## src/rtl/cpu_clken_if.sv

```systemverilog
// CPU-side bus strobes, speed select and the clock-enable outputs of cpu_clken.
interface cpu_clken_if;
    logic [1:0] turbo;
    logic       mreq;
    logic       iorq;
    logic       rfsh;
    logic       contend;
    logic       pe;
    logic       ne;
    logic       stall;

    modport master (output turbo, mreq, iorq, rfsh, contend, input pe, ne, stall);
    modport slave  (input turbo, mreq, iorq, rfsh, contend, output pe, ne, stall);
endinterface

```

## src/rtl/cpu_clken.sv

```systemverilog
// Z80 pe/ne clock-enable and wait-state generator with selectable speed.
// Define CPU_CLKEN_CONTEND_EN to let video contention freeze the CPU at a boundary.
module cpu_clken #(
    parameter int DIV_W    = 3,
    parameter int MEM_WAIT = 0,
    parameter int IO_WAIT  = 1
) (
    input logic        clock,
    input logic        reset,
    cpu_clken_if.slave bus
);

    logic [DIV_W-1:0] ph, ph_nxt;
    logic [DIV_W-1:0] last, mid, shr;
    logic [3:0]       wcnt, wcnt_nxt;
    logic [1:0]       turbo_r, turbo_nxt;
    logic             prev_mem, prev_io, prev_mem_nxt, prev_io_nxt;
    logic             pe_nxt, ne_nxt, stall_nxt;
    logic             boundary, at_mid, hold, new_io, new_mem;

    // Period is 2^(DIV_W-turbo) clocks, so the last phase is all-ones shifted right;
    // a zero result means P would drop below 2 and is clamped.
    always_comb begin
        shr  = {DIV_W{1'b1}} >> turbo_r;
        last = (shr == '0) ? DIV_W'(1) : shr;
        mid  = last >> 1;
    end

    assign boundary = (ph == last);
    assign at_mid   = (ph == mid);
    assign new_io   = !bus.iorq && prev_io;
    assign new_mem  = !bus.mreq && prev_mem && bus.rfsh;

`ifdef CPU_CLKEN_CONTEND_EN
    assign hold = boundary && bus.contend;
`else
    logic unused_contend;
    assign unused_contend = bus.contend;
    assign hold           = 1'b0;
`endif

    always_comb begin
        ph_nxt       = ph + 1'b1;
        wcnt_nxt     = wcnt;
        turbo_nxt    = turbo_r;
        prev_io_nxt  = prev_io;
        prev_mem_nxt = prev_mem;
        pe_nxt       = 1'b0;
        ne_nxt       = at_mid && (wcnt == '0) && !hold;
        if (hold) begin
            ph_nxt = ph;
        end else if (boundary) begin
            ph_nxt       = '0;
            prev_io_nxt  = bus.iorq;
            prev_mem_nxt = bus.mreq;
            if (wcnt == '0 && new_io && IO_WAIT > 0) begin
                wcnt_nxt = 4'(IO_WAIT);
            end else if (wcnt == '0 && new_mem && MEM_WAIT > 0) begin
                wcnt_nxt = 4'(MEM_WAIT);
            end else if (wcnt > 4'd1) begin
                wcnt_nxt = wcnt - 4'd1;
            end else begin
                wcnt_nxt  = '0;
                pe_nxt    = 1'b1;
                turbo_nxt = bus.turbo;
            end
        end
        stall_nxt = hold || (wcnt_nxt != '0);
    end

    always_ff @(posedge clock or negedge reset) begin
        if (!reset) begin
            ph        <= '0;
            wcnt      <= '0;
            turbo_r   <= '0;
            prev_mem  <= 1'b1;
            prev_io   <= 1'b1;
            bus.pe    <= 1'b0;
            bus.ne    <= 1'b0;
            bus.stall <= 1'b0;
        end else begin
            ph        <= ph_nxt;
            wcnt      <= wcnt_nxt;
            turbo_r   <= turbo_nxt;
            prev_mem  <= prev_mem_nxt;
            prev_io   <= prev_io_nxt;
            bus.pe    <= pe_nxt;
            bus.ne    <= ne_nxt;
            bus.stall <= stall_nxt;
        end
    end

endmodule

```

## src/flat_wrapper.sv

```systemverilog
// flat-port wrapper written by rule: the top's interface ports become plain ports
module cpu_clken_flat 
#(
    parameter int DIV_W    = 3,
    parameter int MEM_WAIT = 0,
    parameter int IO_WAIT  = 1
)
  (clock, reset, bus_turbo, bus_mreq, bus_iorq, bus_rfsh, bus_contend, bus_pe, bus_ne, bus_stall);
  cpu_clken_if bus_i ();
  input logic clock;
  input logic reset;
  input wire logic [$bits(bus_i.turbo)-1:0] bus_turbo;
  input wire logic [$bits(bus_i.mreq)-1:0] bus_mreq;
  input wire logic [$bits(bus_i.iorq)-1:0] bus_iorq;
  input wire logic [$bits(bus_i.rfsh)-1:0] bus_rfsh;
  input wire logic [$bits(bus_i.contend)-1:0] bus_contend;
  output wire logic [$bits(bus_i.pe)-1:0] bus_pe;
  output wire logic [$bits(bus_i.ne)-1:0] bus_ne;
  output wire logic [$bits(bus_i.stall)-1:0] bus_stall;
  assign bus_i.turbo = bus_turbo;
  assign bus_i.mreq = bus_mreq;
  assign bus_i.iorq = bus_iorq;
  assign bus_i.rfsh = bus_rfsh;
  assign bus_i.contend = bus_contend;
  assign bus_pe = bus_i.pe;
  assign bus_ne = bus_i.ne;
  assign bus_stall = bus_i.stall;
  cpu_clken #(.DIV_W(DIV_W), .MEM_WAIT(MEM_WAIT), .IO_WAIT(IO_WAIT)) u_core (.clock(clock), .reset(reset), .bus(bus_i));
endmodule
```

## config.mk

```make
export PLATFORM = sky130hd
export DESIGN_NAME = cpu_clken_flat
export DESIGN_NICKNAME = d
export VERILOG_FILES = /design/src/rtl/cpu_clken_if.sv /design/src/rtl/cpu_clken.sv /design/src/flat_wrapper.sv
export SDC_FILE = /design/constraint.sdc
export NUM_CORES = 1
export LEC_CHECK = 0
export CAP_MARGIN = 10
export CORE_MARGIN = 2
export CORE_UTILIZATION = 49
export DETAILED_ROUTE_END_ITERATION = 7
export PLACE_DENSITY_LB_ADDON = 0.15
export SYNTH_ARGS = -nofsm -noshare
export SYNTH_HDL_FRONTEND = slang
export SYNTH_SLANG_ARGS = --single-unit
```

## constraint.sdc

```tcl
create_clock -name clock -period 2.6 [get_ports clock]
set_clock_uncertainty 0.15 [all_clocks]
set_input_delay 0.39 -clock clock [delete_from_list [all_inputs] [get_ports clock]]
set_output_delay 0.39 -clock clock [all_outputs]
set_load 0.03 [all_outputs]
```

==> impl_results.md <==
- H-tree depth: 1
- Syn Nets: 67
- Postcts setup bufs: 0
- DR iter-0 viols: 3
- Worst R2R Setup Slack: 0.38 ns
- Final Critical Period: 2.215 ns
- CTS tree: built
- Clock share of power: 13.9%
- Post-route cell area: 749.5 um2
- Adder-cell share of the synthesized area: 7.874%
- Share of synthesized registers carrying an async set or reset: 100.0%
- DR vias/cell: 5.275
- Post-synthesis compound-gate area fraction: 9.055%
- Worst hold-check path type: input pin to async pin
- First-pass GRT wire length: 1683 um
- Clk_lat worst skew: 0.28 ns
- # clock sinks: 13
- Grt ovf: 0
- TNS Setup: 0 ns
- RR Endpoint: u_core.bus.stall$_DFF_PN0_
- Fillers: 98
- WL met3: 52 um
- Root Buffer: clkbuf_4
- Share of the synthesized area in the top cell type: 47.24%
- Drt drc: 0
- Slew @ Worst Pin: 0.5613 ns
- Synth Warn #: 0
- Final GP Congestion: 0.7370
- CP cell instances: and3b_1 > a32oi_2 > nor2_2 > mux2_4 > or4_1
- Psw: 361.1 uW
- Critical path's slowest cell: or4_1
- Worst VDD drop: 0.6183 mV
- Synth Area in Simple Gates: 17.52%
- Net Sw Frac: 39.23%
- FMAX: 0.4514 GHz
- Post-synthesis mux area share: 7.677%
- EDFF count, synth: 0
- Worst Reg-to-Reg Cells: 5
- Critical Path Start: u_core.ph[0]$_DFF_PN0_
- Pin count of the biggest net entering global routing: 14
- Vias in the first global route: 397
- Synth Instances: 55
- Met1 Routed Length: 493 um
- P per Cell Area: 1228 mW/mm2
- Synth Area in XOR/XNOR: 4.134%
- Netlist Area Pre-Place: 635.6 um2
- Clk slew on worst S/H paths: 0.08 ns
- Length of routed met2 wiring: 424 um
- Initial core utilization: 54.98%
- Placed cell area: 723.2 um2
- Core area: 0.001156 mm2
- Slowest cell delay on critical path: 0.51 ns
- WL/cell: 12.19 um
- Die width: 40.02 um
- Slew headroom: 62.46%
- Wirelength, routed: 975 um
- Yosys top cell by area: dfrtp_1
- Cell internal pwr: 559.5 uW
- Die area: 0.001601 mm2
- Avg Inst Size Synth: 11.56 um2
- DRT antenna net count: 0
- Critical Path AT: 2.22 ns
- Largest family of logic cells by synthesized area: simple AND/OR/NAND/NOR gates
- CP required: 2.60 ns
- IO Pins: 11
- Sequential share of the synthesized area: 51.38%
- Seq cells post-synth: 13
- Via count: 422
- Port Buffers: 7
- DR top layer: met4
- ANT cells: 0
- Count of standard-cell rows: 12
- Max-cap viol count: 0
- Final setup violation count: 0
- Synth cell types: 27
- Final Hold Viols: 0
- Non-Filler Instances: 80
- TritonCTS Buffers: 3
- Placed Instances: 76
- Proportion of layout cells with a drive suffix above 1: 16.67%
- Hold_buf cts: 0
- Cts repair resizes: 0
- Ranking of synthesized cells by area: dfrtp_1, ha_1, dfstp_2, mux2_1, xor2_1
- DR pass1 iterations: 4
- Maximum clock path buffer count: 2
- Ys flop type: dfrtp_1
- Fin. max-slew vios: 0
- DIE HEIGHT: 40.02 um
- Status: finished, final reports clean
- Comb power frac: 46.6%
- Crit-path max FO: 10
- R2r startpoint: u_core.ph[0]$_DFF_PN0_
- Finished Core Util: 64.83%
- Layout Nets: 79
- RSZ-0062 raised after global routing: false
- Initial antenna violation count: 0
- Post-detail-place hpwl: 731 um
- Startpoint types: flop
- Critical path type: flop to flop
- Final Hold Slack: 0.3152 ns
- P&R area growth vs syn: 17.91%
- Static Leak: 0.3340 nW
- Gr usage total: 16.98%
- Sequential fraction of design power: 39.6%
- Period Utilization, post-route: 85.20%
- CP endpoint kind: flop
==> cell usage after synthesis, drive strengths merged (2+ instances only) <==
cell	number
and2	2
dfrtp	12
ha	4
inv	4
mux2	4
nand2	3
nor2	5
nor3	2
o21ai	4
xor2	2
==> power groups by stage <==
stage | clock [mW] | sequential, mW | combinational [mW]
2_1_floorplan | 0 | 0.365 | 0.328
5_1_grt | 0.140 | 0.376 | 0.495
3_3_place_gp | 0 | 0.364 | 0.418
4_1_cts | 0.131 | 0.363 | 0.431
6_report | 0.128 | 0.364 | 0.429
3_5_place_dp | 0 | 0.365 | 0.431
==> cell usage in the layout (no fill, tap or decap) <==
cell / Yosys / routed
dfrtp_1: 12 / 12
clkdlybuf4s50_1: 0 / 7
inv_1: 4 / 4
nor2_1: 4 / 4
ha_1: 4 / 4
o21ai_0: 3 / 3
nand2_1: 3 / 3
clkbuf_4: 0 / 3
xor2_1: 2 / 2
and2_2: 2 / 2
nor3_1: 2 / 2
mux2_1: 2 / 2
and3b_1: 1 / 1
a32oi_2: 1 / 1
nor2b_1: 1 / 1
nor2_2: 1 / 1
mux2_4: 1 / 1
nand4_1: 1 / 1
nand4b_1: 1 / 1
nand2b_2: 1 / 1
o41ai_1: 1 / 1
o21ai_1: 1 / 1
a21boi_0: 1 / 1
nand3b_1: 1 / 1
xnor2_1: 1 / 1
a21oi_1: 1 / 1
or4_1: 1 / 1
mux2_2: 1 / 1
clkbuf_1: 0 / 1
dfstp_2: 1 / 1
==> per-layer routing <==
metal | vias up | track usage [%]
met5 | - | 0
met3 | 2 | 6.667
met1 | 196 | 22.14
met2 | 10 | 23.39
met4 | 0 | 10.34
li1 | 214 | -
==> flip-flops by register name, summed over array words and instances, names as in the netlist <==
name and count:
u_core.turbo_r 2, u_core.prev_io 1, u_core.bus.pe 1, u_core.bus.ne 1, u_core.wcnt 4, u_core.bus.stall 1
u_core.ph 3
==> worst max path at each step <==
stage | end | slack (ns)
after floorplan | u_core.bus.stall$_DFF_PN0_ | 0.54
after global placement | u_core.bus.stall$_DFF_PN0_ | 0.41
after detailed placement | u_core.bus.stall$_DFF_PN0_ | 0.40
after CTS | u_core.bus.stall$_DFF_PN0_ | 0.38
after global routing | u_core.bus.stall$_DFF_PN0_ | 0.29
final | u_core.bus.stall$_DFF_PN0_ | 0.38
==> per-stage QoR <==
| step | power (mW) | worst slack [ns] |
|---|---|---|
| finish | 0.9206 | 0.3847 |
| global route | 1.011 | 0.2933 |
| CTS | 0.9256 | 0.3804 |
| detailed placement | 0.7960 | 0.3983 |
| global placement | 0.7825 | 0.4109 |
| floorplan | 0.6933 | 0.5390 |
==> critical path, delay by kind of cell, from the launching register on <==
| kind | cells | cell delay, ns |
|---|---|---|
| simple gates | 3 | 0.79 |
| flops | 1 | 0.43 |
| compound gates | 1 | 0.41 |
| mux | 1 | 0.31 |
==> cell families after synthesis <==
| kind of cell | after synthesis |
|---|---|
| compound gates | 8 |
| xor+xnor | 3 |
| fa+ha+maj | 4 |
| buf+inv | 4 |
| flops | 13 |
| mux | 4 |
| simple gates | 19 |
==> final cells by class <==
| class | count | area [um2] | share of cell area [%] |
|---|---|---|---|
| repair buffers | 7 | 70.07 | 9.349 |
| flip-flops and latches | 13 | 326.6 | 43.57 |
| multi-input cells | 38 | 294.0 | 39.23 |
| inverters | 4 | 15.01 | 2.003 |
| well taps | 14 | 17.52 | 2.337 |
| clock buffers | 4 | 26.28 | 3.506 |
Power figures use the tool's default switching activity.
